### src/rtl/riscv_pkg.sv
`default_nettype none
// ============================================================================
// Package    : riscv_pkg
// Description: Shared core-wide constants. Source-select encodings used by
//              the request mux and the response router, and the data width.
// Revision   : 1.0 - initial release
// ============================================================================
package riscv_pkg;

    localparam int  XLEN      = 32;
    localparam logic SRC_FETCH = 1'b0;
    localparam logic SRC_LSU   = 1'b1;

endpackage : riscv_pkg
`default_nettype wire

### src/rtl/mem_resp_router_id_fifo.sv
`default_nettype none
// ============================================================================
// Module     : id_fifo
// Description: DEPTH x 1-bit in-order FIFO holding the source select of each
//              outstanding memory request.
// Ports      : clk, rst (async, active-high)
//              push/din  - write din when not full
//              pop/dout  - dout is the head entry; pop advances when not empty
//              full, empty, count - occupancy status
// Revision   : 1.0 - initial release
// ============================================================================
module id_fifo #(
    parameter int DEPTH = 4
) (
    input  logic                       clk,
    input  logic                       rst,
    input  logic                       push,
    input  logic                       pop,
    input  logic                       din,
    output logic                       dout,
    output logic                       full,
    output logic                       empty,
    output logic [$clog2(DEPTH):0]     count
);
    import riscv_pkg::*;

    localparam int PTR_W = $clog2(DEPTH);
    localparam logic [PTR_W:0] C_DEPTH = (PTR_W+1)'(DEPTH);

    logic [DEPTH-1:0] r_mem;
    logic [PTR_W-1:0] r_wr_ptr;
    logic [PTR_W-1:0] r_rd_ptr;
    logic [PTR_W:0]   r_count;
    logic             w_push;
    logic             w_pop;

    assign full  = (r_count == C_DEPTH);
    assign empty = (r_count == '0);
    assign count = r_count;
    assign dout  = r_mem[r_rd_ptr];

    // Overflow/underflow requests are silently dropped here.
    assign w_push = push && !full;
    assign w_pop  = pop  && !empty;

    // DEPTH is a power of two, so pointers wrap naturally.
    always_ff @(posedge clk or posedge rst) begin
        if (rst) begin
            r_wr_ptr <= '0;
            r_rd_ptr <= '0;
            r_count  <= '0;
        end else begin
            if (w_push) r_wr_ptr <= r_wr_ptr + 1'b1;
            if (w_pop)  r_rd_ptr <= r_rd_ptr + 1'b1;
            case ({w_push, w_pop})
                2'b10:   r_count <= r_count + 1'b1;
                2'b01:   r_count <= r_count - 1'b1;
                default: r_count <= r_count;
            endcase
        end
    end

    // Storage needs no reset: entries are only read once pushed.
    always_ff @(posedge clk) begin
        if (w_push) r_mem[r_wr_ptr] <= din;
    end

endmodule : id_fifo
`default_nettype wire

### src/rtl/mem_resp_router.sv
`default_nettype none
// ============================================================================
// Module     : mem_resp_router
// Description: Steers the shared memory response stream back to requester 0
//              (fetch) or 1 (load/store) in request order, through a single
//              registered output stage.
// Ports      : clk, rst            - clock, async active-high reset
//              req_fire/req_sel    - accepted request and its source (push)
//              req_ready           - ID FIFO not full
//              resp_valid/data     - memory response in
//              resp_ready          - response consumed this cycle
//              port_valid/out/ready_{0,1} - per-requester response outputs
//              outstanding         - ID FIFO occupancy
//              orphan_err          - sticky: response seen with no request
// Revision   : 1.0 - initial release
// ============================================================================
module mem_resp_router
    import riscv_pkg::*;
#(
    parameter int DATA_W = 32,
    parameter int DEPTH  = 4
) (
    input  logic                   clk,
    input  logic                   rst,
    input  logic                   req_fire,
    input  logic                   req_sel,
    output logic                   req_ready,
    input  logic                   resp_valid,
    input  logic [DATA_W-1:0]      resp_data,
    output logic                   resp_ready,
    output logic                   port_valid_0,
    output logic [DATA_W-1:0]      port_out_0,
    input  logic                   port_ready_0,
    output logic                   port_valid_1,
    output logic [DATA_W-1:0]      port_out_1,
    input  logic                   port_ready_1,
    output logic [$clog2(DEPTH):0] outstanding,
    output logic                   orphan_err
);

    logic              w_full;
    logic              w_empty;
    logic              w_head_sel;
    logic              w_drain;
    logic              w_pop;
    logic              w_owner_ready;

    logic              r_out_vld;
    logic              r_out_sel;
    logic [DATA_W-1:0] r_out_data;
    logic              r_orphan;

    id_fifo #(
        .DEPTH (DEPTH)
    ) u_id_fifo (
        .clk   (clk),
        .rst   (rst),
        .push  (req_fire),
        .pop   (w_pop),
        .din   (req_sel),
        .dout  (w_head_sel),
        .full  (w_full),
        .empty (w_empty),
        .count (outstanding)
    );

    // Only the owner of the held response can release it; the other port's
    // ready is deliberately ignored so ordering is never broken.
    assign w_owner_ready = (r_out_sel == SRC_LSU) ? port_ready_1 : port_ready_0;
    assign w_drain       = r_out_vld && w_owner_ready;

    assign req_ready  = !w_full;
    assign resp_ready = !w_empty && (!r_out_vld || w_drain);
    assign w_pop      = resp_valid && resp_ready;

    assign port_valid_0 = r_out_vld && (r_out_sel == SRC_FETCH);
    assign port_valid_1 = r_out_vld && (r_out_sel == SRC_LSU);
    assign port_out_0   = port_valid_0 ? r_out_data : '0;
    assign port_out_1   = port_valid_1 ? r_out_data : '0;
    assign orphan_err   = r_orphan;

    always_ff @(posedge clk or posedge rst) begin
        if (rst) begin
            r_out_vld  <= 1'b0;
            r_out_sel  <= 1'b0;
            r_out_data <= '0;
            r_orphan   <= 1'b0;
        end else begin
            if (w_pop) begin
                r_out_vld  <= 1'b1;
                r_out_sel  <= w_head_sel;
                r_out_data <= resp_data;
            end else if (w_drain) begin
                r_out_vld  <= 1'b0;
            end
            if (resp_valid && w_empty) r_orphan <= 1'b1;
        end
    end

endmodule : mem_resp_router
`default_nettype wire

### config.mk
export PLATFORM = sky130hd
export DESIGN_NAME = mem_resp_router
export DESIGN_NICKNAME = d
export VERILOG_FILES = /design/src/rtl/riscv_pkg.sv /design/src/rtl/mem_resp_router_id_fifo.sv /design/src/rtl/mem_resp_router.sv
export SDC_FILE = /design/constraint.sdc
export NUM_CORES = 1
export LEC_CHECK = 0
export BUFFER_PORTS_ARGS = -buffer_cell sky130_fd_sc_hd__buf_2
export CAP_MARGIN = 5
export CORE_UTILIZATION = 47
export DETAILED_ROUTE_END_ITERATION = 6
export GPL_TIMING_DRIVEN = 0
export MAX_ROUTING_LAYER = met4
export PLACE_DENSITY_LB_ADDON = 0.3
export SYNTH_ARGS = -nofsm -noshare
export SYNTH_HDL_FRONTEND = slang
export SYNTH_SLANG_ARGS = --single-unit
### constraint.sdc
create_clock -name clk -period 2.3 [get_ports clk]
set_input_delay 0.23 -clock clk [delete_from_list [all_inputs] [get_ports clk]]
set_output_delay 0.23 -clock clk [all_outputs]
set_load 0.005 [all_outputs]
# Yosys cells after proc, flatten, opt, wreduce, memory -nomap -nowiden
# Cells that the tools add are included.
[classes]
order_cmp = 3
reduce_logical = 16
n_mux = 11
addsub = 4
eq_ne = 3
bitwise = 1
[op_table]
columns = ["cell", "count"]
rows = [
  ["32-bit 2-to-1 mux", 2],
  ["1-bit logical AND", 9],
  ["2-bit by 3-bit < comparator with 1-bit output, second input constant", 2],
  ["3-bit one-hot mux with 2 select lines", 1],
  ["1-bit 2-to-1 mux", 5],
  ["2-bit by 1-bit adder with 2-bit output, second input constant", 2],
  ["4-bit bitwise mux", 1],
  ["2-bit nonzero test", 2],
  ["3-bit by 1-bit adder with 3-bit output, second input constant", 1],
  ["3-bit equality test, second input constant", 1],
  ["1-bit zero test", 3],
  ["3-bit zero test", 1],
  ["3-bit by 1-bit subtractor with 3-bit output, second input constant", 1],
  ["1-bit binary-select mux with 2-bit select", 1],
  ["1-bit demux with 2-bit select", 1],
  ["2-bit by 1-bit equality test with 1-bit output, second input constant", 1],
  ["2-bit equality test, second input constant", 1],
  ["2-bit by 1-bit greater-or-equal comparator with 1-bit output, second input constant", 1],
  ["1-bit logical OR", 1],
  ["1-bit NOT", 1],
]
[word_totals]
input_bits = 39
regBits = 46

# Depth between registers and ports, before layout
# Gate-level depths: netlist of run 1.
[logic_depth]
depth_word = 8
depth_mapped = 9

# Cells and area by module
# Synthesis of run 1 repeated with hierarchy kept, for this count alone.
[hier_totals]
cells_unflattened = 206
hier_area_um2 = 2414.8
[by_module_without_submodules]
columns = ["mod", "seq_area_each_um2", "cells_each", "area_per_inst_um2", "n_inst"]
rows = [
  ["mem_resp_router", 875.8, 162, 1836.8, 1],
  ["id_fifo", 295.3, 44, 578.1, 1],
]

# Least setup slack after synthesis of run 1
# No wires, ideal clock.
[synth_timing]
kind = "flip-flop to flip-flop"
from = "reg u_id_fifo.r_count[0] (netlist: u_id_fifo.count[0])"
to = "reg u_id_fifo.r_count[1] (netlist: u_id_fifo.count[1])"
setup_ps = 125
stages_incl_launch_ff = 7
path_buffers = 0
period_less_slack_ps = 2106
required_time_ps = 2175
setup_slack_ps = 194
arrival_time_ps = 1981
path_cell_list = "dfrtp_1 -> or3b_1 -> and2_4 -> inv_1 -> ha_1 -> fa_1 -> mux2_2"
[synth_via]
elab_cells_between_ends = 14
classes_between = "add/sub: 2; eq/ne: 3; mux: 1; reduce/logical: 8"
[synth_lines]
columns = ["item", "line", "text"]
rows = [
  ["from (decl)", "mem_resp_router_id_fifo.sv:33", "logic [PTR_W:0] r_count;"],
  ["from (signal assigned)", "mem_resp_router_id_fifo.sv:56", "2'b10: r_count <= r_count + 1'b1;"],
  ["from (signal assigned)", "mem_resp_router_id_fifo.sv:57", "2'b01: r_count <= r_count - 1'b1;"],
  ["from (signal assigned)", "mem_resp_router_id_fifo.sv:58", "default: r_count <= r_count;"],
  ["3-bit equality test *", "mem_resp_router_id_fifo.sv:37", "assign full = (r_count == C_DEPTH);"],
  ["1-bit zero test *", "n/a", ""],
  ["named net req_ready", "mem_resp_router.sv:27", "output logic req_ready,"],
  ["1-bit logical AND *", "mem_resp_router_id_fifo.sv:43", "assign w_push = push && !full;"],
  ["2-bit by 1-bit equality test with 1-bit output / 2-bit equality test (equally long branches)", "mem_resp_router_id_fifo.sv:55", "case ({w_push, w_pop})"],
  ["3-bit one-hot mux with 2 select lines / 2-bit nonzero test (equally long branches)", "n/a", ""],
]
# The timed path passes the listed nets; every way through them passes the cells marked *.
# A chain may end at the register's enable or synchronous reset.

# Worst setup path in the final report of run 1
[layout_timing]
from = "reg u_id_fifo.r_count[0] (netlist: u_id_fifo.count[0])"
to = "reg u_id_fifo.r_count[1] (netlist: u_id_fifo.count[1])"
[layout_via]
elab_chain_len = 7
elab_cells_between_ends = 14
classes_between = "add/sub: 2; eq/ne: 3; mux: 1; reduce/logical: 8"
[layout_rtl]
columns = ["item", "line", "text"]
rows = [
  ["3-bit zero test", "mem_resp_router_id_fifo.sv:38", "assign empty = (r_count == '0);"],
  ["1-bit zero test", "mem_resp_router_id_fifo.sv:44, mem_resp_router.sv:73", ""],
  ["1-bit logical AND", "mem_resp_router.sv:73", "assign resp_ready = !w_empty && (!r_out_vld || w_drain);"],
  ["1-bit logical AND", "mem_resp_router.sv:74", "assign w_pop = resp_valid && resp_ready;"],
  ["1-bit logical AND", "mem_resp_router_id_fifo.sv:44", "assign w_pop = pop && !empty;"],
  ["2-bit by 1-bit equality test with 1-bit output / 2-bit equality test (equally long branches)", "mem_resp_router_id_fifo.sv:55", ""],
  ["3-bit one-hot mux with 2 select lines / 2-bit nonzero test (equally long branches)", "n/a", ""],
]
# Several ways; a longest one is shown, not always the timed one.

==> results of run 1 <==
layout by cell type, fill, tap and decap left out, drive strengths merged, types with 2 or more instances in the layout:
master	netlist	final
clkbuf	10	15
dfrtp	42	42
xor2	3	3
ha	5	5
a21oi	2	2
and2	34	34
and3	36	36
buf	4	117
inv	4	4
clkinv	0	3
edfxtp	4	4
nand2	3	3
mux2	35	35
xnor2	3	3
worst min path at each step:
stage | cells after the start | from | endpoint
after floorplan | 0 | req_sel | u_id_fifo.r_mem[0]
after global placement | 2 | resp_data[25] | r_out_data[25]
after detailed placement | 2 | resp_data[24] | r_out_data[24]
after CTS | 2 | rst | r_out_sel
after global routing | 2 | resp_data[24] | r_out_data[24]
final | 2 | rst | r_out_data[14]
layout make-up:
cell class	instances	area, um^2	share of cell area, %
multi-input cells	131	1110	35.7
clock buffers	5	68.8	2.20
repair buffers	113	573	18.3
well taps	67	83.8	2.68
plain buffers	14	83.8	2.68
inverters	4	15.0	0.481
clock inverters	3	11.3	0.361
flip-flops and latches	46	1170	37.5
kinds of logic (layout without fill, tap and decap cells):
logic type / Yosys count / in the layout / share of synthesized area, %
compound gates: 5 / 5 / 2.06
xor+xnor: 6 / 6 / 2.22
fa+ha+maj: 6 / 6 / 3.48
buf+inv: 18 / 139 / 4.11
flops: 46 / 46 / 49.4
mux: 37 / 37 / 18.7
simple gates: 77 / 77 / 20.1
synthesized netlist by cell type, drive strengths merged (3+ instances only):
library cell / count / share of area, %
edfxtp: 4 / 5.1
nand2: 3 / 0.47
clkbuf: 10 / 1.6
dfrtp: 42 / 44
xor2: 3 / 1.1
buf: 4 / 1.9
and2: 34 / 9.1
inv: 4 / 0.63
and3: 36 / 9.5
xnor2: 3 / 1.1
ha: 5 / 2.6
mux2: 35 / 17
layer usage:
layer	GRT usage [%]	share of wire [%]	up-vias
li1	-	-	909
met1	27.5	46	853
met2	36.2	47	77
met3	5.25	6.9	6
met4	5.88	1.0	0
met5	-	0	-
power by group through the flow:
stage | Sequential [W] | Combinational [W] | Clock [W]
final | 0.00151 | 0.00207 | 0.000454
after global routing | 0.00158 | 0.00231 | 0.000506
after CTS | 0.00150 | 0.00207 | 0.000469
after detailed placement | 0.00152 | 0.00206 | 0
after global placement | 0.00150 | 0.00199 | 0
after floorplan | 0.00143 | 0.00132 | 0
state kept, by name, indices dropped and copies added (netlist names):
| signal | cells |
|---|---|
| r_out_data | 32 |
| u_id_fifo.r_mem | 4 |
| u_id_fifo.count | 3 |
| u_id_fifo.r_rd_ptr | 2 |
| u_id_fifo.r_wr_ptr | 2 |
| orphan_err | 1 |
| r_out_sel | 1 |
| r_out_vld | 1 |
repair_timing:
action | 4_1_cts | 5_1_grt
setup endpoints to repair | 10 | 2
gates resized for setup | 1 | 3
pin swaps | 1 | 1
buffers inserted | 0 | 3
metrics by stage:
stage	utilization [%]	setup WS (ns)	instance area [um^2]	total power, W	hold WS (ns)
final	65.3	0.118	3120	0.00403	0.129
after global routing	65.3	0.00292	3120	0.00440	0.145
after CTS	64.5	0.0165	3090	0.00404	0.145
after detailed placement	62.8	0.00981	3010	0.00357	0.454
after global placement	62.8	0.0478	3010	0.00349	0.446
after floorplan	-	0.194	2370	0.00275	0.329
==> impl_metrics.toml, run 1 <==
[setup_path]
cp-start-kind = "register"
r2r-end = "u_id_fifo.count[1]"
crit_slowest_cell = "dfrtp_2"
rr_worst_depth = 6
worstPathRequired_ns = 2.48
reg2reg_from = "u_id_fifo.count[0]"
endpoint_kind = "register"
worst-path-buf-inv = 1
cp_top_family = "simple AND/OR/NAND/NOR gates"
crit_end = "u_id_fifo.count[1]"
path_max_fanout = 6
critical_path_class = "register to register"
cp_slowest_stage_delay_ns = 0.48
crit_chain = "or3b_4 -> and2_4 -> inv_1 -> ha_1 -> fa_1 -> mux2_2"
rrSetupSlack_ns = 0.12
setup.worst_path.start = "u_id_fifo.count[0]"
arrival_ns = 2.36
path_depth = 6

[synth]
synth_area_per_cell_um2 = 12.2
synth_edf_count = 4
syn-num-nets = 240
synthArstFlopShare_pct = 91.3
ys_ff_latch = 46
syn-instance-count = 195
syn_area_um2 = 2370
synth_cell_types = 27
yosysWarnings = 0
ys.flop_type = "dfrtp_1"
seq_area_frac_synth_pct = 49.4

[die]
rows = 25
fp.dieH_um = 73.0
dieArea_um2 = 5340
initial_utilization_pct = 49.6
fp.dieW_um = 73.0
pin_count = 111
core_area_um2 = 4790

[place]
port_buffers = 110
hpwl_um = 3910
place_inst = 372
gp_congestion = 0.743

[timing]
clock_skew_ns = 0.00259
setup_viol = 0
worst_pin_slew_ns = 0.885
post-route-period-util_pct = 94.9
rsz0062_at_grt = "false"
tns_ns = 0
finalCriticalPeriod_ns = 2.18
maxSlewHeadroom_pct = 40.9
finalHoldViolCount = 0
clock.fmax_ghz = 0.458
drv_slew = 0

[clock_tree]
cts_tree = "done"
clkTransAtPathRegs_ns = 0.08
clock-sinks = 46
clk_latency_ns = 0.29
htree_levels = 2
cts_hold_buf = 0
clockRootBuffer = "clkbuf_8"
clockBufferDepth = 2
numCtsBuffers = 5

[route]
viasPerCell = 4.82
drt_iter0_drc = 96
wl_per_cell_um = 13.7
drc = 0
num_vias = 1845
firstDrtPassIters = 4
antenna_left = 0
routed_wl_um = 5250

[grt]
first_global_vias = 1828
grt_max_degree = 43
grt_overflow_total = 0
track_usage_pct = 22.1
grt_first_pass_wirelength_um = 8670
antenna_found_initial = 0

[cells_and_area]
layout.cells.non_filler = 383
antennaDiodeCount = 0
final_nets = 360
n_fill_cell = 422
drive_gt1_share_pct = 50.9
syn2layout_area_growth_pct = 31.6

[pwr]
comb_power_share_pct = 51.4
switching_share_pct = 35.8
power.density_nw_per_um2 = 1290
p_sw_w = 0.00145
irDropWorstVdd_uv = 747
clkPwrFrac_pct = 11.2
power_frac_seq_pct = 37.4
p_leak_nw = 1.69
p_int_w = 0.00259

[outcome]
status = "finished clean"

[worst_hold_path]
min_path_type = "input port to async pin"

[job]
maxCapViolCount = 0
Note: power is estimated with default switching activity, not from simulation.
==> run 2, diff against run 1 <==
Clock period 2.3 ns to 2.5 ns, I/O delays scaled along.
==> impl_metrics.toml, run 2 (synthesized netlist as in run 1, its figures left out) <==
[outcome]
status = "finished clean"

[cells_and_area]
final_util_pct = 64.5
antennaDiodeCount = 0
final_nets = 357
stdcell_area_um2 = 3090
final_common_cell = "buf_2"
syn2layout_area_growth_pct = 30.1
layout.cells.non_filler = 380
top_register = "r_out_data"
layout_common_cells = "buf_2 (110), dfrtp_1 (42), and3_1 (36), and2_1 (33), mux2_2 (29)"
drive_gt1_share_pct = 49.5
n_fill_cell = 424
largest_reg_flops = 32

[place]
hpwl_um = 3910
place_inst = 372
pre_cts_ws_ns = 0.210
port_buffers = 110
gp_congestion = 0.743
placed_area_um2 = 3010

[grt]
antenna_found_initial = 0
grt_max_degree = 43
grt_overflow_total = 0
first_global_vias = 1828
track_usage_pct = 22.1
grt_first_pass_wirelength_um = 8670

[setup_path]
rrSetupSlack_ns = 0.22
worstPathRequired_ns = 2.25
r2r-end = "u_id_fifo.count[1]"
reg2reg_from = "r_out_sel"
path_max_fanout = 10
setup.worst_path.start = "r_out_vld"
crit_end = "port_out_0[30]"
arrival_ns = 2.05
cp-start-kind = "register"
endpoint_kind = "output port"
critical_path_class = "register to output port"
rr_worst_depth = 7

[route]
antenna_left = 0
viasPerCell = 4.84
wl_per_cell_um = 13.8
num_vias = 1838
drc = 0
drt_iter0_drc = 110
firstDrtPassIters = 4
routed_wl_um = 5230

[timing]
post-route-period-util_pct = 92.1
clock_skew_ns = 0.00338
clock.fmax_ghz = 0.434
tns_ns = 0
worst_pin_slew_ns = 0.880
finalHoldViolCount = 0
maxSlewHeadroom_pct = 41.2
drv_slew = 0
setup_viol = 0
finalWorstSetupSlack_ns = 0.197
rsz0062_at_grt = "false"
finalCriticalPeriod_ns = 2.30

[die]
dieArea_um2 = 5340
core_area_um2 = 4790
initial_utilization_pct = 49.6
rows = 25
fp.dieH_um = 73.0
fp.dieW_um = 73.0
pin_count = 111

[worst_hold_path]
min_path_type = "input port to async pin"

[clock_tree]
clockBufferDepth = 2
htree_levels = 2
cts_tree = "done"
cts_hold_buf = 0
numCtsBuffers = 5
ctsResizeCount = 0
post_cts_buffers = 0
clock-sinks = 46
clockRootBuffer = "clkbuf_8"
clkTransAtPathRegs_ns = 0.08
clk_latency_ns = 0.29

[pwr]
irDropWorstVdd_uv = 664
power.density_nw_per_um2 = 1190
p_leak_nw = 1.68

[job]
maxCapViolCount = 0
run 2: worst min-delay path by stage:
stage / start / to / slack [ns] / cells past startpoint
final: rst / r_out_data[14] / 0.15 / 2
after global routing: resp_data[24] / r_out_data[24] / 0.16 / 2
after CTS: rst / r_out_sel / 0.17 / 2
after detailed placement: orphan_err / orphan_err / 0.46 / 1
after global placement: orphan_err / orphan_err / 0.46 / 1
after floorplan: req_sel / u_id_fifo.r_mem[0] / 0.35 / 0
run 2: through the flow:
stage | hold slack [ns] | total power, W
final | 0.146 | 0.00366
after global routing | 0.165 | 0.00400
after CTS | 0.165 | 0.00371
after detailed placement | 0.464 | 0.00329
after global placement | 0.459 | 0.00321
after floorplan | 0.349 | 0.00253
run 2: report_power, final:
group | leakage (nW) | switching [W] | total (W) | internal, W
combinational | 1.11 | 0.000824 | 0.00187 | 0.00104
clock | 0.0407 | 0.000229 | 0.000416 | 0.000187
sequential | 0.526 | 0.000260 | 0.00138 | 0.00112
total | 1.68 | 0.00131 | 0.00366 | 0.00235
run 2: worst max-delay path, cell delays in order (launching register included):
cell and delay [ns]:
dfrtp_1 0.40, clkbuf_1 0.38, and2b_1 0.32, clkbuf_1 0.36
and2_1 0.19, buf_2 0.11
run 2: routing by layer:
layer | wire length, um | track usage (%)
met1 | 2380 | 27.5
met2 | 2450 | 36.2
met3 | 352 | 5.25
met4 | 53 | 5.88
met5 | 0 | -
run 2: final cells by class:
type / instances / area, um^2 / share of cell area (%)
flip-flops and latches: 46 / 1170 / 37.9
multi-input cells: 131 / 1100 / 35.8
repair buffers: 110 / 551 / 17.8
well taps: 67 / 83.8 / 2.72
plain buffers: 14 / 82.6 / 2.68
clock buffers: 5 / 68.8 / 2.23
inverters: 4 / 15.0 / 0.486
clock inverters: 3 / 11.3 / 0.365
==> run 3, diff against run 2 <==
Settings changed: CORE_MARGIN set to 2, CORE_UTILIZATION 47 to 42.
Clock period 2.5 ns to 2.1 ns, I/O delays scaled along.
==> impl_metrics.toml, run 3 (synthesized netlist as in run 1, its figures left out) <==
[pwr]
power_frac_seq_pct = 36.7
switching_share_pct = 35.6
clkPwrFrac_pct = 11.4
irDropWorstVdd_uv = 709
p_sw_w = 0.00160
comb_power_share_pct = 51.8
p_int_w = 0.00288
power.density_nw_per_um2 = 1420
p_leak_nw = 1.71

[clock_tree]
clockBufferDepth = 2
clk_latency_ns = 0.29
htree_levels = 2
clockRootBuffer = "clkbuf_8"
clkTransAtPathRegs_ns = 0.08
numCtsBuffers = 5
cts_tree = "done"
clock-sinks = 46

[route]
drc = 0
viasPerCell = 4.82
wl_per_cell_um = 13.7
firstDrtPassIters = 4
drt_iter0_drc = 54
num_vias = 1875
routed_wl_um = 5340
antenna_left = 0

[grt]
grt_max_degree = 43
track_usage_pct = 18.2
antenna_found_initial = 0
grt_overflow_total = 0
grt_first_pass_wirelength_um = 8530
first_global_vias = 1707

[setup_path]
cp_slowest_stage_delay_ns = 0.45
crit_chain = "or3b_4 -> and2_4 -> inv_1 -> ha_2 -> fa_1 -> mux2_2"
path_max_fanout = 6
arrival_ns = 2.28
cp-start-kind = "register"
worstPathRequired_ns = 2.28
critical_path_class = "register to register"
endpoint_kind = "register"
crit_slowest_cell = "dfrtp_2"

[die]
core_area_um2 = 5470
initial_utilization_pct = 43.3
fp.dieH_um = 79.2
fp.dieW_um = 79.2
pin_count = 111
rows = 27
dieArea_um2 = 6270

[cells_and_area]
antennaDiodeCount = 0
final_util_pct = 57.5
largest_reg_flops = 32
final_nets = 361
n_fill_cell = 497
drive_gt1_share_pct = 53.0
top_register = "r_out_data"
layout_common_cells = "buf_2 (110), dfrtp_1 (39), and3_1 (36), and2_1 (33), mux2_2 (29)"
final_common_cell = "buf_2"
syn2layout_area_growth_pct = 32.8

[worst_hold_path]
min_path_type = "input port to async pin"

[timing]
worst_pin_slew_ns = 0.885
finalHoldViolCount = 0
setup_viol = 0
finalWorstSetupSlack_ns = 0.00663
finalCriticalPeriod_ns = 2.09
clock.fmax_ghz = 0.478
rsz0062_at_grt = "true"
clock_skew_ns = 0.00957
maxSlewHeadroom_pct = 40.9
post-route-period-util_pct = 99.7
drv_slew = 0

[place]
gp_congestion = 0.714
hpwl_um = 4000
port_buffers = 110
pre_cts_ws_ns = -0.189

[job]
maxCapViolCount = 0

[outcome]
status = "finished clean"
[run 3: worst max-delay path: cells and delay by family (launching register included)]
| kind | cells | cell delay, ns |
|---|---|---|
| buffers and inverters | 1 | 0.05 |
| flip-flops | 1 | 0.45 |
| adder cells (fa/ha/maj) | 2 | 0.59 |
| multiplexers | 1 | 0.26 |
| AND/OR/NAND/NOR | 2 | 0.63 |
[run 3: layout make-up]
class	instances	area (um^2)	share of cell area (%)
Sequential cell	46	1170	37.3
Multi-Input combinational cell	131	1120	35.5
Timing Repair Buffer	114	581	18.4
Buffer	14	91.3	2.90
Tap cell	72	90.1	2.86
Clock buffer	8	80.1	2.54
Inverter	4	15.0	0.477
[run 3: per-stage QoR]
| stage | hold WS (ns) | instance area [um^2] | setup TNS [ns] | cells | power (W) |
|---|---|---|---|---|---|
| floorplan | 0.309 | 2370 | 0 | 195 | 0.00302 |
| global placement | 0.425 | 3020 | -0.258 | 377 | 0.00386 |
| detailed placement | 0.434 | 3020 | -0.319 | 377 | 0.00394 |
| CTS | 0.122 | 3130 | -0.0424 | 387 | 0.00451 |
| global route | 0.125 | 3150 | -0.0893 | 389 | 0.00487 |
| finish | 0.108 | 3150 | 0 | 389 | 0.00448 |
[run 3: worst paths after layout]
path / slack, ns / endpoint / startpoint / cells after the start
min in group clk: 0.13 / u_id_fifo.r_mem[0] / req_sel / 1
setup / recovery: 0.007 / u_id_fifo.count[1] / u_id_fifo.count[0] / 6
setup reg to reg: 0.007 / u_id_fifo.count[1] / u_id_fifo.count[0] / 6
hold reg to reg: 0.47 / orphan_err / orphan_err / 1
max in group asynchronous: 1.39 / u_id_fifo.count[0] / rst / 2
hold / removal: 0.11 / r_out_sel / rst / 2
[run 3: power groups by stage]
stage / Clock [W] / Combinational [W] / Sequential (W)
6_report: 0.000512 / 0.00232 / 0.00165
5_1_grt: 0.000568 / 0.00258 / 0.00173
4_1_cts: 0.000533 / 0.00232 / 0.00166
3_5_place_dp: 0 / 0.00229 / 0.00166
3_3_place_gp: 0 / 0.00222 / 0.00163
2_1_floorplan: 0 / 0.00145 / 0.00157
[run 3: layer usage]
metal  GRT usage [%]  vias to the layer above  routed length (um)
met4            4.66                        0                  54
met1            24.1                      881                2410
met2            28.6                       82                2480
met5               -                        -                   0
met3            3.86                        5                 390
li1                -                      907                   -
[run 3: what timing repair did]
action | in CTS | in global routing
setup buffers | 2 | 2
gates resized for setup | 5 | 7
pin swaps | 2 | 2
hold buffers | 0 | 0
endpoints found under the setup margin | 32 | 22
